--- config.mk ---
export PLATFORM = sky130hd
export DESIGN_NAME = matrix_mult_3x3_seq
export DESIGN_NICKNAME = d
export VERILOG_FILES = /design/src/rtl/matrix_mult_3x3_seq.sv
export SDC_FILE = /design/constraint.sdc
export NUM_CORES = 1
export LEC_CHECK = 0
export ABC_CLOCK_PERIOD_IN_PS = 11960
export BUFFER_PORTS_ARGS = -buffer_cell sky130_fd_sc_hd__buf_2
export CAP_MARGIN = 20
export CORE_ASPECT_RATIO = 0.75
export CORE_MARGIN = 1.5
export CORE_UTILIZATION = 60
export DETAILED_ROUTE_END_ITERATION = 8
export PLACE_DENSITY_LB_ADDON = 0.08
export SYNTH_ARGS = -nofsm -noshare
export SYNTH_HDL_FRONTEND = slang
export SYNTH_SLANG_ARGS = --single-unit
--- constraint.sdc ---
create_clock -name clk -period 11.96 [get_ports clk]
set_input_delay 0.598 -clock clk [delete_from_list [all_inputs] [get_ports clk]]
set_output_delay 0.598 -clock clk [all_outputs]
set_load 0.005 [all_outputs]
--- src/rtl/matrix_mult_3x3_seq.sv ---
// Sequential 3x3 unsigned matrix multiplier C = A x B, one element per cycle.
// Define MATRIX_MULT_SAT_EN to saturate oversized elements instead of wrapping them.
module matrix_mult_3x3_seq #(
   parameter int DATA_W = 8,
   parameter int ACC_W  = 2*DATA_W+2
) (
   input  logic                clk,
   input  logic                rst,
   input  logic                start,
   input  logic [9*DATA_W-1:0] a_flat,
   input  logic [9*DATA_W-1:0] b_flat,
   output logic                busy,
   output logic                done,
   output logic                result_valid,
   output logic                overflow,
   output logic [9*DATA_W-1:0] matrix_result
);

   typedef enum logic [1:0] {IDLE, COMPUTE, DONE} state_t;

   state_t              state_q, state_d;
   logic [3:0]          idx_q, idx_d;
   logic [9*DATA_W-1:0] a_q, a_d, b_q, b_d, c_q, c_d;
   logic                valid_q, valid_d;
   logic                ovf_q, ovf_d;

   logic [DATA_W-1:0]   aM [9];
   logic [DATA_W-1:0]   bM [9];
   logic [1:0]          rowSel;
   logic [3:0]          rowBase, colSel;
   logic [2*DATA_W-1:0] p0, p1, p2;
   logic [ACC_W-1:0]    sum;
   logic                sumOvf;
   logic [DATA_W-1:0]   elemVal;

   for (genvar g = 0; g < 9; g++) begin : g_unpack
      assign aM[g] = a_q[DATA_W*g +: DATA_W];
      assign bM[g] = b_q[DATA_W*g +: DATA_W];
   end

   // Dot product of row idx/3 of A with column idx%3 of B.
   always_comb begin
      rowSel  = (idx_q >= 4'd6) ? 2'd2 : ((idx_q >= 4'd3) ? 2'd1 : 2'd0);
      rowBase = {1'b0, rowSel, 1'b0} + {2'b00, rowSel};
      colSel  = idx_q - rowBase;
      p0 = {{DATA_W{1'b0}}, aM[rowBase]}        * {{DATA_W{1'b0}}, bM[colSel]};
      p1 = {{DATA_W{1'b0}}, aM[rowBase + 4'd1]} * {{DATA_W{1'b0}}, bM[colSel + 4'd3]};
      p2 = {{DATA_W{1'b0}}, aM[rowBase + 4'd2]} * {{DATA_W{1'b0}}, bM[colSel + 4'd6]};
      sum    = ACC_W'(p0) + ACC_W'(p1) + ACC_W'(p2);
      sumOvf = (sum > ACC_W'({DATA_W{1'b1}}));
`ifdef MATRIX_MULT_SAT_EN
      elemVal = sumOvf ? {DATA_W{1'b1}} : sum[DATA_W-1:0];
`else
      elemVal = sum[DATA_W-1:0];
`endif
   end

   always_comb begin
      state_d = state_q;
      idx_d   = idx_q;
      a_d     = a_q;
      b_d     = b_q;
      c_d     = c_q;
      valid_d = valid_q;
      ovf_d   = ovf_q;
      case (state_q)
         IDLE: begin
            if (start) begin
               state_d = COMPUTE;
               a_d     = a_flat;
               b_d     = b_flat;
               idx_d   = 4'd0;
               valid_d = 1'b0;
               ovf_d   = 1'b0;
            end
         end
         COMPUTE: begin
            c_d[DATA_W*idx_q +: DATA_W] = elemVal;
            ovf_d = ovf_q | sumOvf;
            if (idx_q == 4'd8) begin
               state_d = DONE;
               idx_d   = 4'd0;
               valid_d = 1'b1;
            end else begin
               idx_d = idx_q + 4'd1;
            end
         end
         DONE:    state_d = IDLE;
         default: state_d = IDLE;
      endcase
   end

   always_ff @(posedge clk) begin
      if (rst) begin
         state_q <= IDLE;
         idx_q   <= '0;
         a_q     <= '0;
         b_q     <= '0;
         c_q     <= '0;
         valid_q <= 1'b0;
         ovf_q   <= 1'b0;
      end else begin
         state_q <= state_d;
         idx_q   <= idx_d;
         a_q     <= a_d;
         b_q     <= b_d;
         c_q     <= c_d;
         valid_q <= valid_d;
         ovf_q   <= ovf_d;
      end
   end

   assign busy          = (state_q == COMPUTE);
   assign done          = (state_q == DONE);
   assign result_valid  = valid_q;
   assign overflow      = ovf_q;
   assign matrix_result = c_q;

endmodule

==> results.sh <==
export IMPL_drt_initial_drc_count=1425
export IMPL_max_cap_violations=0
export IMPL_die_area_sq_um=30100
export IMPL_vias=15100
export IMPL_crit_top_cell="fa_1"
export IMPL_worstSetupStartpointType="flip-flop"
export IMPL_swShare_pct=33.6
export IMPL_routedWlPerCell_um=20.8
export IMPL_dr_wl_met3_um=5930
export IMPL_rows=53
export IMPL_pwr_share_comb_pct=27.0
export IMPL_cts_hold_buf=0
export IMPL_pwr_share_clk_pct=34.5
export IMPL_hold_path_class="input pin to flip-flop"
export IMPL_numCtsBuffers=23
export IMPL_grt_pass1_wl_um=82600
export IMPL_top_layer="met4"
export IMPL_hold_viol_final=0
export IMPL_ant_nets=0
export IMPL_synth_fa_ha_area_share_pct=26.5
export IMPL_synthCells=2008
export IMPL_nets=2594
export IMPL_cp_required_ps=12350
export IMPL_regArea_sq_um=4480
export IMPL_wl_met2_um=22700
export IMPL_power_density_nw_per_um2=108
export IMPL_ys_flop_type="dfxtp_1"
export IMPL_peakVddDrop_uv=110
export IMPL_dieWidth_um=200
export IMPL_fin_crit_sh_pct=91.6
export IMPL_arrival_ps=11350
export IMPL_synth_edff_count=0
export IMPL_fmax_mhz=91.3
export IMPL_pre_cts_ws_ps=1050
export IMPL_ys_seq_area_share_pct=25.7
export IMPL_initial_core_util_pct=61.6
export IMPL_finalInstanceArea_sq_um=19600
export IMPL_nFillCells=2320
export IMPL_area_growth_syn_to_layout_pct=12.2
export IMPL_slowest_stage="ha_1"
export IMPL_die_h_um=151
export IMPL_ys_ff_latch=224
export IMPL_root_buffer="clkbuf_16"
export IMPL_p_sw_uw=708
export IMPL_first_global_vias=15000
export IMPL_pin_count=223
export IMPL_fin_setup_tns_ps=0
export IMPL_m1WireLength_um=23800
export IMPL_dr_pass1_iters=8
export IMPL_stdcell_count=2577
export IMPL_clkLatencyLatePin_ps=560
export IMPL_skew_ps=23.9
export IMPL_cts_max_level=1
export IMPL_drc=0
export IMPL_postCtsSetupBuffers=0
export IMPL_clock_sinks=224
export IMPL_slowest_delay_ps=700
export IMPL_yosysUniqueCellTypes=62
export IMPL_critPathKind="flip-flop to flip-flop"
export IMPL_muxShareOfSynthArea_pct=11.9
export IMPL_dpl_instance_area_sq_um=18800
export IMPL_yosys_warnings=0
export IMPL_drt_wl_total_um=53500
export IMPL_dp_cells=2533
export IMPL_cts_max_path_buffers=3
export IMPL_crit_fanout=20
export IMPL_slew_viol_final=0
export IMPL_io_buffers=222
export IMPL_worst_pin_slew_ps=1230
export IMPL_pwr_share_seq_pct=38.5
export IMPL_fin_crit_ps=10950
export IMPL_grt_overflow=0
export IMPL_rsz0062_at_grt="no"
export IMPL_setup_worst_path_end_class="flip-flop"
export IMPL_antenna_found_initial=0
export IMPL_relSlewSlack_pct=17.3
export IMPL_grt_max_degree=128
export IMPL_setup_ws_ps=1010
export IMPL_syn_cell_area_sq_um=17400
export IMPL_drive_above_1_share_pct=16.4
export IMPL_intPower_mw=1.40
export IMPL_multi_input_area_sq_um=11700
export IMPL_cts_resized=0
export IMPL_core_area_sq_um=28300
export IMPL_routed_via_density=5.86
export IMPL_place_hpwl_um=42200
export IMPL_synth_xor_area_share_pct=0.768
export IMPL_synth_top_family_by_area="adder cells"
export IMPL_synth_compound_area_share_pct=12.0
export IMPL_yosys_area_share_simple_pct=15.6
export IMPL_gp_congestion=1.01
export IMPL_cts_tree="yes"
export IMPL_outcome="finished, final reports clean"
export IMPL_synthArstFlopShare_pct=0
export IMPL_synth_nets=2427
export IMPL_syn_avg_cell_area_sq_um=8.68
export IMPL_p_leak_nw=8.88
export IMPL_clk_pin_slew_worst_paths_ps=70
export IMPL_grt_use_total_pct=36.3
export IMPL_setup_viol=0
logic make-up (layout without fill, tap and decap cells):
kind of cell,after synthesis,in the layout
flops,224,224
xor+xnor,12,12
simple gates,659,659
fa+ha+maj,272,272
mux,138,138
other cells,0,1
compound gates,363,363
buf+inv,340,523
per-stage QoR:
step           hold WS, ps  power (mW)  util, %
6_report               275        2.11     69.1
5_1_grt                283        2.20     69.1
4_1_cts                267        2.10     69.0
3_5_place_dp           445        1.38     66.3
3_3_place_gp           436        1.37     66.3
2_1_floorplan          433        1.20        -
metal layers:
metal	global-route usage, %	vias to the layer above
li1	-	6938
met1	52.5	7327
met2	53.8	757
met3	10.1	91
met4	8.87	0
met5	0	-
layout by cell type, fill, tap and decap left out, types with 4 or more instances in the layout:
cell type | netlist | routed
mux2i_4 | 7 | 7
clkinv_2 | 0 | 4
o21ai_0 | 25 | 25
a21o_1 | 12 | 12
dfxtp_1 | 224 | 224
nand2b_1 | 16 | 16
o21a_1 | 9 | 9
a211oi_1 | 7 | 7
nor2b_1 | 9 | 9
buf_4 | 2 | 18
buf_2 | 8 | 222
or2_2 | 5 | 5
o21ai_1 | 5 | 5
nand3b_1 | 4 | 4
nor4_1 | 11 | 10
a31oi_1 | 7 | 7
clkbuf_16 | 0 | 23
o22ai_1 | 44 | 44
nand3_1 | 10 | 10
fa_1 | 162 | 162
ha_1 | 110 | 110
mux2i_1 | 81 | 81
and2_1 | 17 | 16
a21oi_1 | 215 | 215
nor3_1 | 12 | 12
o22a_1 | 20 | 20
mux4_2 | 48 | 48
inv_1 | 237 | 237
nand2_1 | 416 | 415
clkbuf_8 | 0 | 4
nor2_1 | 146 | 146
xnor2_1 | 6 | 5
path summary, 6_finish.rpt:
kind | from | to | slack [ps] | depth (start not counted)
hold reg to reg | matrix_result[64] | matrix_result[64] | 450 | 2
setup / recovery | idx_q[1] | overflow | 1010 | 35
setup reg to reg | idx_q[1] | overflow | 1010 | 35
hold / removal | b_flat[1] | b_q[1] | 280 | 3
worst max-delay path, delay by kind of cell, from the launching register on:
| family | cells | cell delay (ps) |
|---|---|---|
| buf+inv | 9 | 850 |
| fa+ha+maj | 12 | 5860 |
| simple gates | 9 | 2100 |
| compound gates | 4 | 1180 |
| flops | 1 | 620 |
| xor+xnor | 1 | 160 |
synthesized netlist by cell type (3+ instances only):
library cell  instances  area share [%]
a211oi_1              7            0.30
a21o_1               12            0.52
a21oi_1             215             6.2
a31o_2                3            0.15
a31oi_1               7            0.25
and2_1               17            0.61
buf_1                11            0.24
buf_2                 8            0.23
clkbuf_1             77             1.7
dfxtp_1             224              26
fa_1                162              19
ha_1                110             7.9
inv_1               237             5.1
inv_2                 3           0.065
mux2i_1              81             4.7
mux2i_4               7            0.90
mux4_2               48             6.2
nand2_1             416             9.0
nand2b_1             16            0.57
nand3_1              10            0.29
nand3b_1              4            0.17
nor2_1              146             3.1
nor2b_1               9            0.32
nor3_1               12            0.34
nor4_1               11            0.39
o21a_1                9            0.39
o21ai_0              25            0.72
o21ai_1               5            0.14
o21bai_1              3            0.13
o22a_1               20             1.0
o22ai_1              44             1.6
or2_2                 5            0.18
xnor2_1               6            0.30
xor2_1                3            0.15
layout make-up:
class	instances	share of cell area, %
Antenna cell	1	0.0128
Inverter	240	4.61
Multi-Input combinational cell	1444	59.6
Clock inverter	11	0.563
Sequential cell	224	22.9
Clock buffer	30	3.28
Tap cell	385	2.46
Timing Repair Buffer	242	6.51
flip-flops by register name, summed over array words and instances (netlist names):
| signal | count |
|---|---|
| overflow | 1 |
| matrix_result | 72 |
| state_q | 2 |
| b_q | 72 |
| a_q | 72 |
| idx_q | 4 |
| result_valid | 1 |
power groups by stage:
| stage | Sequential [mW] | Combinational (mW) | Clock [mW] |
|---|---|---|---|
| 3_3_place_gp | 0.825 | 0.546 | 0 |
| 5_1_grt | 0.813 | 0.627 | 0.761 |
| 4_1_cts | 0.809 | 0.559 | 0.731 |
| 6_report | 0.810 | 0.568 | 0.727 |
| 2_1_floorplan | 0.812 | 0.392 | 0 |
| 3_5_place_dp | 0.826 | 0.556 | 0 |
(Power assumes the default switching activity.)
